`config.mk`:
```
export PLATFORM = sky130hd
export DESIGN_NAME = audio_level_meter
export DESIGN_NICKNAME = d
export VERILOG_FILES = /design/src/rtl/audio_pkg.sv /design/src/rtl/level_to_bar.sv /design/src/rtl/audio_level_meter.sv
export SDC_FILE = /design/constraint.sdc
export NUM_CORES = 1
export LEC_CHECK = 0
export ABC_CLOCK_PERIOD_IN_PS = 6100
export BUFFER_PORTS_ARGS = -buffer_cell sky130_fd_sc_hd__buf_4
export CELL_PAD_IN_SITES_DETAIL_PLACEMENT = 0
export CELL_PAD_IN_SITES_GLOBAL_PLACEMENT = 2
export CORE_AREA = 5 5 117 164
export CTS_CLUSTER_SIZE = 40
export DETAILED_ROUTE_END_ITERATION = 8
export DIE_AREA = 0 0 122 169
export HOLD_SLACK_MARGIN = 0.1
export PLACE_DENSITY_LB_ADDON = 0.1
export SLEW_MARGIN = 15
export SYNTH_ARGS = -nofsm -noshare
export SYNTH_HDL_FRONTEND = slang
export SYNTH_SLANG_ARGS = --single-unit
```
`constraint.sdc`:
```
create_clock -name clk -period 6.1 [get_ports clk]
set_input_delay 0.61 -clock clk [delete_from_list [all_inputs] [get_ports clk]]
set_output_delay 0.61 -clock clk [all_outputs]
set_load 0.05 [all_outputs]
```
`src/rtl/audio_pkg.sv`:
```
// Shared definitions for the audio front-end blocks: default sample width, bar width
// and the saturating magnitude helper.
package audio_pkg;

  localparam int unsigned SAMPLE_DEPTH_DEFAULT = 16;
  localparam int unsigned BAR_WIDTH            = 8;

  // |s| clamped to 2^(depth-1)-1, so the most negative code still fits in depth-1 bits.
  function automatic logic [31:0] sat_mag(input logic signed [31:0] s,
                                          input int unsigned         depth);
    logic [31:0] lim;
    logic [31:0] m;
    lim = (32'd1 << (depth - 1)) - 32'd1;
    m   = (s < 0) ? 32'(-s) : 32'(s);
    return (m > lim) ? lim : m;
  endfunction

endpackage

```
`src/rtl/level_to_bar.sv`:
```
// Converts a level magnitude into an 8-segment thermometer bar using the bit length of the
// level, so each extra segment represents roughly a doubling (about 6 dB).
module level_to_bar
  import audio_pkg::*;
#(
  parameter int unsigned LEVEL_W = SAMPLE_DEPTH_DEFAULT - 1
) (
  input  logic [LEVEL_W-1:0]   level,
  output logic [BAR_WIDTH-1:0] bar
);

  // Bit lengths at or below this offset light no segment.
  localparam int Offset = int'(LEVEL_W) - int'(BAR_WIDTH);

  int bitlen;
  int n;

  always_comb begin
    bitlen = 0;
    for (int i = 0; i < int'(LEVEL_W); i++) begin
      if (level[i]) bitlen = i + 1;
    end
    n = bitlen - Offset;
    if (n < 0) n = 0;
    if (n > int'(BAR_WIDTH)) n = int'(BAR_WIDTH);
    bar = '0;
    for (int i = 0; i < int'(BAR_WIDTH); i++) begin
      bar[i] = (i < n);
    end
  end

endmodule

```
`src/rtl/audio_level_meter.sv`:
```
// Audio level meter: decaying peak hold plus windowed mean magnitude with a thermometer bar.
// All state advances only on qualified samples.
module audio_level_meter
  import audio_pkg::*;
#(
  parameter int unsigned SAMPLE_DEPTH = SAMPLE_DEPTH_DEFAULT,
  parameter int unsigned WINDOW_LOG2  = 10,
  parameter int unsigned DECAY_PERIOD = 256,
  parameter int unsigned DECAY_SHIFT  = 4
) (
  input  logic                           clk,
  input  logic                           rst,
  input  logic                           sample_valid,
  input  logic signed [SAMPLE_DEPTH-1:0] sample,
  output logic        [SAMPLE_DEPTH-2:0] peak,
  output logic        [SAMPLE_DEPTH-2:0] level,
  output logic                           level_valid,
  output logic        [BAR_WIDTH-1:0]    bar
);

  localparam int unsigned MagW = SAMPLE_DEPTH - 1;
  // Holds 2^WINDOW_LOG2 full-scale magnitudes without overflow.
  localparam int unsigned AccW = MagW + WINDOW_LOG2;
  localparam int unsigned WcW  = (WINDOW_LOG2 > 0) ? WINDOW_LOG2 : 1;
  localparam int unsigned DcW  = (DECAY_PERIOD > 1) ? $clog2(DECAY_PERIOD) : 1;

  localparam logic [WcW-1:0] WinLast   = WcW'((1 << WINDOW_LOG2) - 1);
  localparam logic [DcW-1:0] DecayLast = DcW'(DECAY_PERIOD - 1);

  logic [MagW-1:0]      peak_q, peak_d, level_q, level_d, mag, cand;
  logic [AccW-1:0]      acc_q, acc_sum;
  logic [WcW-1:0]       win_cnt_q;
  logic [DcW-1:0]       decay_cnt_q;
  logic [BAR_WIDTH-1:0] bar_q, bar_d;
  logic                 level_valid_q, tick, win_last;

  always_comb begin
    mag      = MagW'(sat_mag(32'(sample), SAMPLE_DEPTH));
    tick     = (decay_cnt_q == DecayLast);
    win_last = (win_cnt_q == WinLast);
    cand     = tick ? (peak_q - (peak_q >> DECAY_SHIFT)) : peak_q;
    // Attack beats decay when both happen on the same sample.
    peak_d   = (mag > cand) ? mag : cand;
    acc_sum  = acc_q + AccW'(mag);
    level_d  = acc_sum[AccW-1:WINDOW_LOG2];
  end

  level_to_bar #(
    .LEVEL_W (MagW)
  ) u_level_to_bar (
    .level (level_d),
    .bar   (bar_d)
  );

  always_ff @(posedge clk or posedge rst) begin
    if (rst) begin
      peak_q        <= '0;
      level_q       <= '0;
      bar_q         <= '0;
      level_valid_q <= 1'b0;
      acc_q         <= '0;
      win_cnt_q     <= '0;
      decay_cnt_q   <= '0;
    end else begin
      level_valid_q <= sample_valid && win_last;
      if (sample_valid) begin
        peak_q      <= peak_d;
        decay_cnt_q <= tick ? '0 : decay_cnt_q + 1'b1;
        if (win_last) begin
          acc_q     <= '0;
          win_cnt_q <= '0;
          level_q   <= level_d;
          bar_q     <= bar_d;
        end else begin
          acc_q     <= acc_sum;
          win_cnt_q <= win_cnt_q + 1'b1;
        end
      end
    end
  end

  assign peak        = peak_q;
  assign level       = level_q;
  assign bar         = bar_q;
  assign level_valid = level_valid_q;

endmodule

```
==> results of run 1 <==
==> synth_stat cells (5+ instances only) <==
cell / count / area [um2]
sky130_fd_sc_hd__nand2b_1: 6 / 37.5
sky130_fd_sc_hd__o31ai_1: 6 / 45.0
sky130_fd_sc_hd__o21ai_0: 58 / 290
sky130_fd_sc_hd__nor3_1: 11 / 55.1
sky130_fd_sc_hd__xnor2_1: 36 / 315
sky130_fd_sc_hd__a21oi_1: 38 / 190
sky130_fd_sc_hd__dfrtp_1: 82 / 2050
sky130_fd_sc_hd__o211ai_1: 12 / 90.1
sky130_fd_sc_hd__nor2b_1: 7 / 43.8
sky130_fd_sc_hd__o21ai_1: 6 / 30.0
sky130_fd_sc_hd__ha_1: 46 / 576
sky130_fd_sc_hd__or3_1: 6 / 37.5
sky130_fd_sc_hd__a22o_1: 13 / 114
sky130_fd_sc_hd__o21bai_1: 5 / 37.5
sky130_fd_sc_hd__clkbuf_1: 27 / 101
sky130_fd_sc_hd__o21a_1: 9 / 67.6
sky130_fd_sc_hd__nand4_1: 18 / 113
sky130_fd_sc_hd__xor2_1: 22 / 193
sky130_fd_sc_hd__inv_1: 38 / 143
sky130_fd_sc_hd__a21o_1: 12 / 90.1
sky130_fd_sc_hd__mux2i_1: 8 / 80.1
sky130_fd_sc_hd__or2_2: 5 / 31.3
sky130_fd_sc_hd__and3_1: 5 / 31.3
sky130_fd_sc_hd__buf_2: 6 / 30.0
sky130_fd_sc_hd__nor2_1: 50 / 188
sky130_fd_sc_hd__a31oi_1: 7 / 43.8
sky130_fd_sc_hd__nand2_1: 97 / 364
sky130_fd_sc_hd__nand3_1: 23 / 115
==> metal layers <==
| metal | vias to the layer above | track usage |
|---|---|---|
| met3 | 37 | 0.0257 |
| met5 | - | 0 |
| met2 | 103 | 0.340 |
| met1 | 2733 | 0.208 |
| met4 | 0 | 0.0756 |
| li1 | 2817 | - |
==> per-stage QoR <==
step                 util  cell area [um2]  setup TNS (ps)
floorplan               -             6350               0
global placement    0.409             7220               0
detailed placement  0.409             7220           -16.9
CTS                 0.429             7570               0
global route        0.431             7600               0
finish              0.431             7600               0
==> logic make-up after synthesis <==
group,share of synthesized area
AO/OA/AOI/OAI,0.252
flip-flops,0.323
XOR/XNOR,0.0800
adder cells (fa/ha/maj),0.0969
multiplexers,0.0162
AND/OR/NAND/NOR,0.186
buffers and inverters,0.0467
==> critical path: cells and delay by family <==
family / cells / cell delay [ps]
xor+xnor: 1 / 170
compound gates: 8 / 1490
fa+ha+maj: 2 / 550
buf+inv: 2 / 320
simple gates: 11 / 2700
==> where the power goes <==
group | leakage (uW) | internal, uW | switching, uW
logic | 0.00221 | 970 | 1320
registers | 0.00106 | 689 | 175
clock network | 0.000173 | 408 | 263
total | 0.00344 | 2070 | 1760
==> worst paths after layout <==
check | slack (ps) | end | depth (start not counted)
max in group asynchronous | 4650 | bar[2] | 3
worst min-delay path | 370 | acc_q[19] | 2
worst max register to register | 1250 | peak[2] | 23
min in group clk | 470 | win_cnt_q[4] | 1
worst min register to register | 470 | win_cnt_q[4] | 1
worst max-delay path | 470 | bar[1] | 24
==> final cells by class <==
type                    count  area [um2]
clock inverters             7         128
inverters                  39         148
multi-input cells         587        4040
repair buffers             95         713
clock buffers               9         225
fillers                  1792       10000
well taps                 240         300
flip-flops and latches     82        2050
==> sequential cells by signal, indices dropped and copies added, names as in the netlist <==
register,cells
bar,8
win_cnt_q,10
acc_q,25
peak,15
decay_cnt_q,8
level_valid,1
level,15
==> timing repair <==
item                                    in CTS  in global routing
gates resized for setup                      0                  7
endpoints found under the setup margin       0                  3
hold buffers                                 0                  0
==> cell usage in the layout, fill, tap and decap left out, drive strengths merged, types with 7 or more instances in the layout <==
cell type  instances
nor2              51
a21o              12
nand2             99
nor2b              7
a21oi             39
o21ai             65
mux2i              8
dfrtp             82
xor2              22
a22o              14
buf               95
clkbuf             9
nor3              11
xnor2             36
nand4             19
nand3             23
o31ai              8
o211ai            13
o21a               9
inv               41
ha                46
a31oi             11
==> Implementation_results.wiki, run 1 <==
{| class="wikitable"
! Metric !! Value
|-
| Metal2 WL || 9690 um
|-
| Placed Cells incl. Taps || 1043
|-
| Initial antenna violation count || 0
|-
| Worst path max stage delay || 490 ps
|-
| Mean area per synthesized cell || 8.54 um2
|-
| Post-synth net total || 811
|-
| Smallest setup slack after layout || 469 ps
|-
| Die Outline Area || 20600 um2
|-
| Crit end category || flip-flop
|-
| Average wire per cell in the routed design || 17.2 um
|-
| Die Ht || 169 um
|-
| Highest layer used for signal routing || met4
|-
| Die width || 122 um
|-
| Leakage Power || 0.00344 uW
|-
| HPWL after detailed placement || 14100 um
|-
| Number of levels in the clock H-tree || 3
|-
| Total standard cell area after synthesis || 6350 um2
|-
| PortBufs || 57
|-
| Category of the critical setup timing path || in2reg
|-
| Shortest clock period the worst path allows after layout || 5630 ps
|-
| Async SR Flop Fraction || 1.00
|-
| Worst supply voltage drop on vdd || 0.000229 V
|-
| Clock tree buffer depth || 2
|-
| Pre-CTS setup slack || -16.9 ps
|-
| Sinks on Clock Net || 82
|-
| First-pass DRT Iterations || 5
|-
| Overall track demand over capacity in global routing || 0.184
|-
| Cell Rows || 58
|-
| Antenna Nets Post-Route || 0
|-
| Yosys warning count || 0
|-
| Maximum number of pins on one net before global-route repair || 50
|-
| Effective utilization at floorplan || 0.360
|-
| Clock tree from TritonCTS || built
|-
| Max capacitance violation total || 0
|-
| Clock transition at the registers of the reported paths || 70 ps
|-
| Startpoint of the worst register-to-register path || peak[4]
|-
| Worst Hold Class || in2async
|-
| Antenna Cells || 0
|-
| Areal power density over the cells || 504 nW/um2
|-
| Worst-path cell chain || buf_4, or3_1, or3b_2, or3_1, o31ai_1, xor2_1, nand2_1, ha_1, buf_4, nand4_1, nor2_1, a21boi_2, nor3_1, nand2b_1, or3_1, nand4_1, a31oi_2, or2b_1, ha_1, a21oi_1, o21bai_1, o21ai_1, o31ai_2, a2111o_1
|-
| Fraction of the cycle the final worst path needs || 0.923
|-
| Gp weighted congestion || 0.846
|-
| Hold_ws || 367 ps
|-
| Final count of pins violating max slew || 0
|-
| Post-layout total power || 3830 uW
|-
| Most Frequent Cell on Critical Path || sky130_fd_sc_hd__or3_1
|-
| Number of cells produced by synthesis || 744
|-
| Detailed-route via count || 5690
|-
| WP data required || 6320 ps
|-
| Post-detailed-route DRC marker count || 0
|-
| Overall routed net length || 18200 um
|-
| Inserted Clock Buffers || 9
|-
| Clock tree root buffer cell || sky130_fd_sc_hd__clkbuf_16
|-
| Share of the yosys chip area belonging to registers || 0.323
|-
| Post-CTS setup-driven buffer insertion count || 0
|-
| I/O pin cnt || 58
|-
| Area grow syn2layout || 19.7%
|-
| Via count of the first global-routing pass || 5887
|-
| DRT met1 WL || 7340 um
|-
| Measured slew at the worst slew-check pin || 1100 ps
|-
| Outcome || finished, final reports clean
|-
| Amount of wire on met3 after detailed routing || 536 um
|-
| Gr ovfl total || 0
|-
| Highest achievable clock rate || 178 MHz
|-
| Critical path arrival || 5850 ps
|-
| Critical Path Fanout Max || 11
|-
| Number of flip-flops and latches in the synthesized netlist || 82
|-
| Standard cell with the maximum stage delay on the critical path || sky130_fd_sc_hd__or3b_2
|-
| Net count of the finished layout || 881
|-
| Final setup violation count || 0
|-
| EDFF count, synth || 0
|-
| Global-route wire length before repair || 30100 um
|-
| Fraction of final layout cells sized beyond drive strength 1 || 0.188
|-
| Worst clock skew || 12.8 ps
|-
| Critical Path Start || sample[4]
|-
| Setup repair after global routing missed its margin || no
|-
| Number of library cell types mapped by synthesis || 81
|-
| Hold Vio Cnt, Final || 0
|-
| Dominant synthesized flop cell || sky130_fd_sc_hd__dfrtp_1
|-
| Floorplan Core Area || 17600 um2
|-
| Via count normalized by instance count || 5.37
|-
| Layout Cells excl Fill || 1059
|-
| Worst Setup Start Kind || primary input
|-
| Relative slew slack || 0.265
|-
| Skew-Pair Late Insertion Delay || 350 ps
|-
| Initial drt markers || 201
|}
(Power assumes the default switching activity.)
==> run 2: changes to the inputs <==
- ABC_AREA: not set -> 1
- CORE_AREA: 5 5 117 164 -> 5 5 118 164
- DIE_AREA: 0 0 122 169 -> 0 0 123 169
==> run 2 against run 1 <==
  * Clock power shrank 9.7%
  * Sequential share of layout area grew 2.0 points
  * Flip-flop and latch count is the same
  * Final cell count grew 6.5%
  * Critical path depth grew 8
  * Largest cell class unchanged
  * Largest power group unchanged
==> Implementation_results.wiki, run 2 <==
{| class="wikitable"
! Metric !! Value
|-
| Clock transition at the registers of the reported paths || 80 ps (about the same)
|-
| Total standard cell area after synthesis || 6060 um2 (-4.5%)
|-
| Fraction of final layout cells sized beyond drive strength 1 || 0.137 (-0.0506)
|-
| Antenna Nets Post-Route || 0 (unchanged)
|-
| Register with the most flip-flops || acc_q
|-
| Final core area utilization || 0.398 (-0.0329)
|-
| Overall track demand over capacity in global routing || 0.181 (-0.00226)
|-
| Clock tree from TritonCTS || built
|-
| Number of flip-flops and latches in the synthesized netlist || 82 (unchanged)
|-
| Final setup violation count || 0 (unchanged)
|-
| Commonest cells after routing, fill and taps aside || sky130_fd_sc_hd__nand2_1 (212), sky130_fd_sc_hd__inv_1 (98), sky130_fd_sc_hd__dfrtp_1 (82)
|-
| Number of library cell types mapped by synthesis || 51 (-37%)
|-
| Die width || 123 um (+0.82%)
|-
| Max capacitance violation total || 0 (unchanged)
|-
| Via count of the first global-routing pass || 5767 (-2.0%)
|-
| Areal power density over the cells || 508 nW/um2 (+0.83%)
|-
| Category of the critical setup timing path || in2reg
|-
| Final count of pins violating max slew || 0 (unchanged)
|-
| Leakage Power || 0.00358 uW (+4.0%)
|-
| Final TNS setup || 0 ps (unchanged)
|-
| Inserted Clock Buffers || 9 (unchanged)
|-
| Resize count post-CTS || 0 (unchanged)
|-
| Cell Rows || 58 (unchanged)
|-
| Yosys warning count || 0 (unchanged)
|-
| Post-CTS setup-driven buffer insertion count || 0 (unchanged)
|-
| Largest area contributor in the netlist || sky130_fd_sc_hd__dfrtp_1
|-
| Measured slew at the worst slew-check pin || 798 ps (-303 ps)
|-
| Worst Hold Class || in2async
|-
| Gp weighted congestion || 0.830 (-1.9%)
|-
| Ranking of synthesized cells by area || sky130_fd_sc_hd__dfrtp_1 (34%), sky130_fd_sc_hd__nand2_1 (13%), sky130_fd_sc_hd__ha_1 (9.5%), sky130_fd_sc_hd__o21ai_0 (6.6%), sky130_fd_sc_hd__inv_1 (6.1%)
|-
| Highest achievable clock rate || 187 MHz (+5.2%)
|-
| Via count normalized by instance count || 4.92 (-8.4%)
|-
| Mean area per synthesized cell || 7.32 um2 (-14%)
|-
| Placement Cell Area || 6760 um2 (-6.4%)
|-
| I/O pin cnt || 58 (unchanged)
|-
| Outcome || finished, final reports clean
|-
| Post-layout total power || 3590 uW (-6.1%)
|-
| Share of the yosys chip area belonging to registers || 0.338 (+0.0153)
|-
| Clock tree buffer depth || 2 (unchanged)
|-
| Net count of the finished layout || 950 (+7.8%)
|-
| Critical path arrival || 5640 ps (-210 ps)
|-
| Number of levels in the clock H-tree || 3 (unchanged)
|-
| Maximum number of pins on one net before global-route repair || 83 (+66%)
|-
| Fraction of the cycle the final worst path needs || 0.877 (-0.0458)
|-
| Relative slew slack || 0.468 (+0.203)
|-
| Shortest clock period the worst path allows after layout || 5350 ps (-279 ps)
|-
| Worst supply voltage drop on vdd || 0.000164 V (-29%)
|-
| Worst clock skew || 9.46 ps (-3.35 ps)
|-
| Initial antenna violation count || 0 (unchanged)
|-
| Post-detailed-route DRC marker count || 0 (unchanged)
|-
| First-pass DRT Iterations || 6 (+1)
|-
| Antenna Cells || 0 (unchanged)
|-
| Floorplan Core Area || 17800 um2 (+0.82%)
|-
| Worst Setup Start Kind || primary input
|-
| Placed Cells incl. Taps || 1112 (+6.6%)
|-
| Most instantiated library cell after synthesis || sky130_fd_sc_hd__nand2_1
|-
| Crit end category || flip-flop
|-
| Dominant synthesized flop cell || sky130_fd_sc_hd__dfrtp_1
|-
| Detailed-route via count || 5549 (-2.5%)
|-
| Number of cells produced by synthesis || 829 (+11%)
|-
| Setup repair after global routing missed its margin || no
|-
| Most Frequent Cell on Critical Path || sky130_fd_sc_hd__nand2_1
|-
| Skew-Pair Late Insertion Delay || 360 ps (about the same)
|-
| Largest register FFs || 25 (unchanged)
|-
| WP data required || 6390 ps (+70 ps)
|-
| Hold Vio Cnt, Final || 0 (unchanged)
|-
| Hold Buf Count CTS || 0 (unchanged)
|-
| Sequential cell area || 2050 um2 (unchanged)
|-
| Area share of the leading cell type in the synthesized netlist || 0.338 (+0.0153)
|-
| Worst path max stage delay || 490 ps (about the same)
|-
| Effective utilization at floorplan || 0.341 (-0.0191)
|-
| Initial drt markers || 202 (+0.50%)
|-
| Die Ht || 169 um (unchanged)
|-
| Global-route wire length before repair || 29600 um (-1.7%)
|-
| Multi-input gate area || 3550 um2 (-12%)
|-
| Overall routed net length || 17800 um (-2.0%)
|-
| Async SR Flop Fraction || 1.00 (unchanged)
|-
| Critical Path Fanout Max || 14 (+3)
|-
| Commonest non-fill, non-tap cell in the layout || sky130_fd_sc_hd__nand2_1
|-
| Synth cell count leaders || sky130_fd_sc_hd__nand2_1 (212), sky130_fd_sc_hd__inv_1 (99), sky130_fd_sc_hd__dfrtp_1 (82)
|-
| Sinks on Clock Net || 82 (unchanged)
|-
| EDFF count, synth || 0 (unchanged)
|-
| HPWL after detailed placement || 13800 um (-1.8%)
|-
| FILL cells || 1850 (+3.2%)
|-
| Post-synth net total || 896 (+10%)
|-
| Gr ovfl total || 0 (unchanged)
|-
| Area grow syn2layout || 16.7%
|-
| Standard cell with the maximum stage delay on the critical path || sky130_fd_sc_hd__nand3_1
|-
| Layout Cells excl Fill || 1128 (+6.5%)
|-
| Die Outline Area || 20800 um2 (+0.82%)
|-
| PortBufs || 57 (unchanged)
|-
| Average wire per cell in the routed design || 15.8 um (-8.0%)
|-
| Clock tree root buffer cell || sky130_fd_sc_hd__clkbuf_16
|-
| Layout Cell Area excl Fill || 7080 um2 (-6.9%)
|}
-- run 2: changes by cell type after synthesis, sizes merged, moves of 8 or more --
cell	before	now
nand2	99	223
inv	38	103
xnor2	36	7
nand3	23	44
o21ai	65	84
a21o	12	1
a22o	14	3
clkbuf	27	18
nor2	51	60
buf	9	1
mux2i	8	0
o21a	9	1
-- run 2: per-stage QoR --
step                      hold slack (ps)  setup slack (ps)
after floorplan                       459              1560
after global placement                467               458
after detailed placement              471               320
after CTS                             497               676
after global routing                  518              35.2
final                                 459               748
-- run 2: kinds of logic after synthesis --
kind of cell | share of synthesized area
buffers and inverters | 0.0770
AND/OR/NAND/NOR | 0.280
flip-flops | 0.338
adder cells (fa/ha/maj) | 0.102
XOR/XNOR | 0.0503
AO/OA/AOI/OAI | 0.153
-- run 2: area by class of cell --
| cell class | instances | area share |
|---|---|---|
| Clock buffer | 9 | 0.0318 |
| Clock inverter | 7 | 0.0129 |
| Inverter | 105 | 0.0559 |
| Multi-Input combinational cell | 623 | 0.501 |
| Sequential cell | 82 | 0.290 |
| Tap cell | 240 | 0.0424 |
| Timing Repair Buffer | 62 | 0.0663 |
-- run 2: final timing paths --
kind | from | slack, ps | endpoint | cells past startpoint
worst max-delay path | sample[1] | 750 | bar[6] | 32
worst min-delay path | rst | 460 | decay_cnt_q[6] | 3
worst max register to register | peak[6] | 1890 | peak[6] | 27
worst min register to register | bar[0] | 490 | bar[0] | 2
max in group asynchronous | rst | 5090 | acc_q[16] | 3
min in group clk | bar[0] | 490 | bar[0] | 2
-- run 2: metal layers --
metal | GRT usage | vias to the layer above | wire length [um]
met5 | 0 | - | 0
met2 | 0.325 | 101 | 9170
met3 | 0.0311 | 34 | 651
li1 | - | 2848 | -
met1 | 0.209 | 2566 | 7380
met4 | 0.0786 | 0 | 622
-- run 2: power by group --
part	switching, uW	total [uW]	internal (uW)
logic	1370	2120	751
registers	157	863	705
clock network	278	607	329
total	1810	3590	1790
-- run 2: critical path: cells and delay by family --
kind,cells,cell delay [ps]
AND/OR/NAND/NOR,24,3330
AO/OA/AOI/OAI,3,650
adder cells (fa/ha/maj),2,550
XOR/XNOR,1,310
buffers and inverters,2,180
==> run 3: changes to the inputs <==
- ABC_CLOCK_PERIOD_IN_PS: 6100 -> 6800
- CORE_AREA: 5 5 118 164 -> 5 5 115 160
- DIE_AREA: 0 0 123 169 -> 0 0 120 165
- clock period: 6.1 -> 6.8 ns (I/O delays scaled with it)
==> run 3 against run 2 <==
  * Total power decreased by 12%
  * Non-clock buffer count decreased by 1
  * Clock-buffer cell count increased by 2
  * Largest cell class unchanged
==> Implementation_results.wiki, run 3 (synthesis results as in run 2) <==
{| class="wikitable"
! Metric !! Value
|-
| Shortest clock period the worst path allows after layout || 5320 ps
|-
| Smallest setup slack after layout || 1480 ps (+736 ps)
|-
| Leakage Power || 0.00356 uW (-0.33%)
|-
| Via count normalized by instance count || 5.10 (+3.7%)
|-
| Switching Fraction || 0.497 (-0.00650)
|-
| Standard cell with the maximum stage delay on the critical path || sky130_fd_sc_hd__nand3_1
|-
| Largest register FFs || 25 (unchanged)
|-
| Crit end category || flip-flop
|-
| Commonest cells after routing, fill and taps aside || sky130_fd_sc_hd__nand2_1 (212), sky130_fd_sc_hd__inv_1 (98), sky130_fd_sc_hd__dfrtp_1 (82)
|-
| Max capacitance violation total || 0 (unchanged)
|-
| Part of the total power dissipated in sequential elements || 0.243 (+0.003)
|-
| Net count of the finished layout || 949 (-0.11%)
|-
| Average wire per cell in the routed design || 16.0 um (+0.94%)
|-
| Sinks on Clock Net || 82 (unchanged)
|-
| Register-to-register setup slack || 2130 ps (+240 ps)
|-
| Final TNS setup || 0 ps (unchanged)
|-
| Pre-CTS setup slack || 1050 ps (+729 ps)
|-
| Number of cells on the worst reg-to-reg path || 27 (unchanged)
|-
| Fraction of final layout cells sized beyond drive strength 1 || 0.135 (-0.00210)
|-
| Area grow syn2layout || 15.6%
|-
| Setup repair after global routing missed its margin || no
|-
| Maximum number of pins on one net before global-route repair || 67 (-19%)
|-
| Initial antenna violation count || 0 (unchanged)
|-
| Placed Cells incl. Taps || 1074 (-3.4%)
|-
| Hold Buf Count CTS || 0 (unchanged)
|-
| Measured slew at the worst slew-check pin || 881 ps (+83.4 ps)
|-
| Post-CTS setup-driven buffer insertion count || 0 (unchanged)
|-
| Worst clock skew || 6.11 ps (-3.35 ps)
|-
| Global-route wire length before repair || 28300 um (-4.4%)
|-
| Reg-to-Reg End || peak[0]
|-
| Relative slew slack || 0.412 (-0.0556)
|-
| Highest achievable clock rate || 188 MHz
|-
| Inserted Clock Buffers || 9 (unchanged)
|-
| Clock transition at the registers of the reported paths || 60 ps (-20 ps)
|-
| Net switching power || 1580 uW (-13%)
|-
| Skew-Pair Late Insertion Delay || 350 ps (about the same)
|-
| Worst path max stage delay || 470 ps (-20 ps)
|-
| Fraction of the cycle the final worst path needs || 0.782
|-
| Die width || 120 um (-2.4%)
|-
| Outcome || finished, final reports clean
|-
| Register with the most flip-flops || acc_q
|-
| Layout Cells excl Fill || 1090 (-3.4%)
|-
| Overall routed net length || 17400 um (-2.5%)
|-
| Cell Rows || 56 (-3.4%)
|-
| Worst Setup Start Kind || primary input
|-
| Critical Path Fanout Max || 14 (unchanged)
|-
| Die Ht || 165 um (-2.4%)
|-
| Internal Dissipation || 1600 uW (-10%)
|-
| WP data required || 7080 ps (+690 ps)
|-
| HPWL after detailed placement || 13600 um (-2.0%)
|-
| Part of the total power dissipated in combinational logic || 0.597 (+0.006)
|-
| Category of the critical setup timing path || in2reg
|-
| Post-detailed-route DRC marker count || 0 (unchanged)
|-
| PortBufs || 57 (unchanged)
|-
| Final setup violation count || 0 (unchanged)
|-
| Gp weighted congestion || 0.849 (+2.3%)
|-
| Gr ovfl total || 0 (unchanged)
|-
| Worst Hold Class || in2async
|-
| Antenna Cells || 0 (unchanged)
|-
| Hold Vio Cnt, Final || 0 (unchanged)
|-
| FILL cells || 1767 (-4.5%)
|-
| Overall track demand over capacity in global routing || 0.182 (+0.000283)
|-
| Final core area utilization || 0.419 (+0.0205)
|-
| Die Outline Area || 19800 um2 (-4.7%)
|-
| Clock tree buffer depth || 2 (unchanged)
|-
| Antenna Nets Post-Route || 0 (unchanged)
|-
| Clock network power share || 0.161 (-0.008)
|-
| First-pass DRT Iterations || 4 (-2)
|-
| Commonest non-fill, non-tap cell in the layout || sky130_fd_sc_hd__nand2_1
|-
| Via count of the first global-routing pass || 5552 (-3.7%)
|-
| Areal power density over the cells || 453 nW/um2 (-11%)
|-
| Detailed-route via count || 5563 (+0.25%)
|-
| Worst supply voltage drop on vdd || 0.000175 V (+7.1%)
|-
| I/O pin cnt || 58 (unchanged)
|-
| Effective utilization at floorplan || 0.362 (+0.0211)
|-
| Initial drt markers || 237 (+17%)
|-
| Critical path arrival || 5590 ps (-50 ps)
|-
| Final count of pins violating max slew || 0 (unchanged)
|-
| Startpoint of the worst register-to-register path || peak[0]
|-
| Floorplan Core Area || 16700 um2 (-5.8%)
|-
| Number of levels in the clock H-tree || 3 (unchanged)
|-
| Clock tree from TritonCTS || built
|-
| Resize count post-CTS || 0 (unchanged)
|-
| Most Frequent Cell on Critical Path || sky130_fd_sc_hd__nand2_1
|-
| Clock tree root buffer cell || sky130_fd_sc_hd__clkbuf_16
|}
## run 3: cell count changes in the layout (fill, tap and decap cells not counted)
cell	before	now
sky130_fd_sc_hd__inv_8	1	0
sky130_fd_sc_hd__clkinv_8	1	0
sky130_fd_sc_hd__clkinv_4	0	3
sky130_fd_sc_hd__clkbuf_1	0	1
sky130_fd_sc_hd__clkbuf_8	0	1
sky130_fd_sc_hd__inv_6	3	0
sky130_fd_sc_hd__buf_6	1	0
## run 3: worst max-delay path by stage
stage	to	cells after the start	from
6_report	bar[6]	34	sample[1]
5_1_grt	bar[6]	34	sample[1]
4_1_cts	bar[6]	32	sample[1]
3_5_place_dp	bar[6]	32	sample[1]
3_3_place_gp	bar[6]	32	sample[1]
2_1_floorplan	bar[6]	32	sample[1]
## run 3: worst max-delay path: cells and delay by family
kind / cells / cell delay, ps
AOI/OAI and AO/OA: 2 / 400
xor gates and xnor gates: 1 / 320
adders and majority gates: 2 / 550
buffers and inverters: 3 / 230
and+or+nand+nor: 26 / 3400
## run 3: metrics by stage
| step | total power, uW | instance area [um2] | hold WS [ps] |
|---|---|---|---|
| 3_3_place_gp | 2670 | 6710 | 466 |
| 6_report | 3180 | 7010 | 279 |
| 2_1_floorplan | 2210 | 6060 | 459 |
| 5_1_grt | 3500 | 7010 | 300 |
| 4_1_cts | 3220 | 7010 | 289 |
| 3_5_place_dp | 2690 | 6710 | 467 |
## run 3: area by class of cell
cell class                      instances  area (um2)  share of cell area
Multi-Input combinational cell        623        3550               0.506
Sequential cell                        82        2050               0.293
Timing Repair Buffer                   61         458              0.0653
Inverter                              105         395              0.0564
Tap cell                              203         254              0.0362
Clock buffer                           11         243              0.0346
Clock inverter                          5        63.8             0.00910
## run 3: layer usage
| layer | GRT usage | vias up | share of wire | routed length [um] |
|---|---|---|---|---|
| met5 | 0 | - | 0 | 0 |
| met4 | 0.0584 | 0 | 0.020 | 344 |
| met3 | 0.0295 | 20 | 0.043 | 752 |
| met2 | 0.336 | 124 | 0.52 | 9020 |
| met1 | 0.213 | 2577 | 0.42 | 7270 |
| li1 | - | 2842 | - | - |
## run 3: power by group through the flow
stage | combinational (uW) | clock [uW] | sequential [uW]
final | 1900 | 511 | 772
after global routing | 2150 | 554 | 794
after CTS | 1920 | 527 | 773
after detailed placement | 1910 | 0 | 780
after global placement | 1890 | 0 | 777
after floorplan | 1300 | 0 | 904
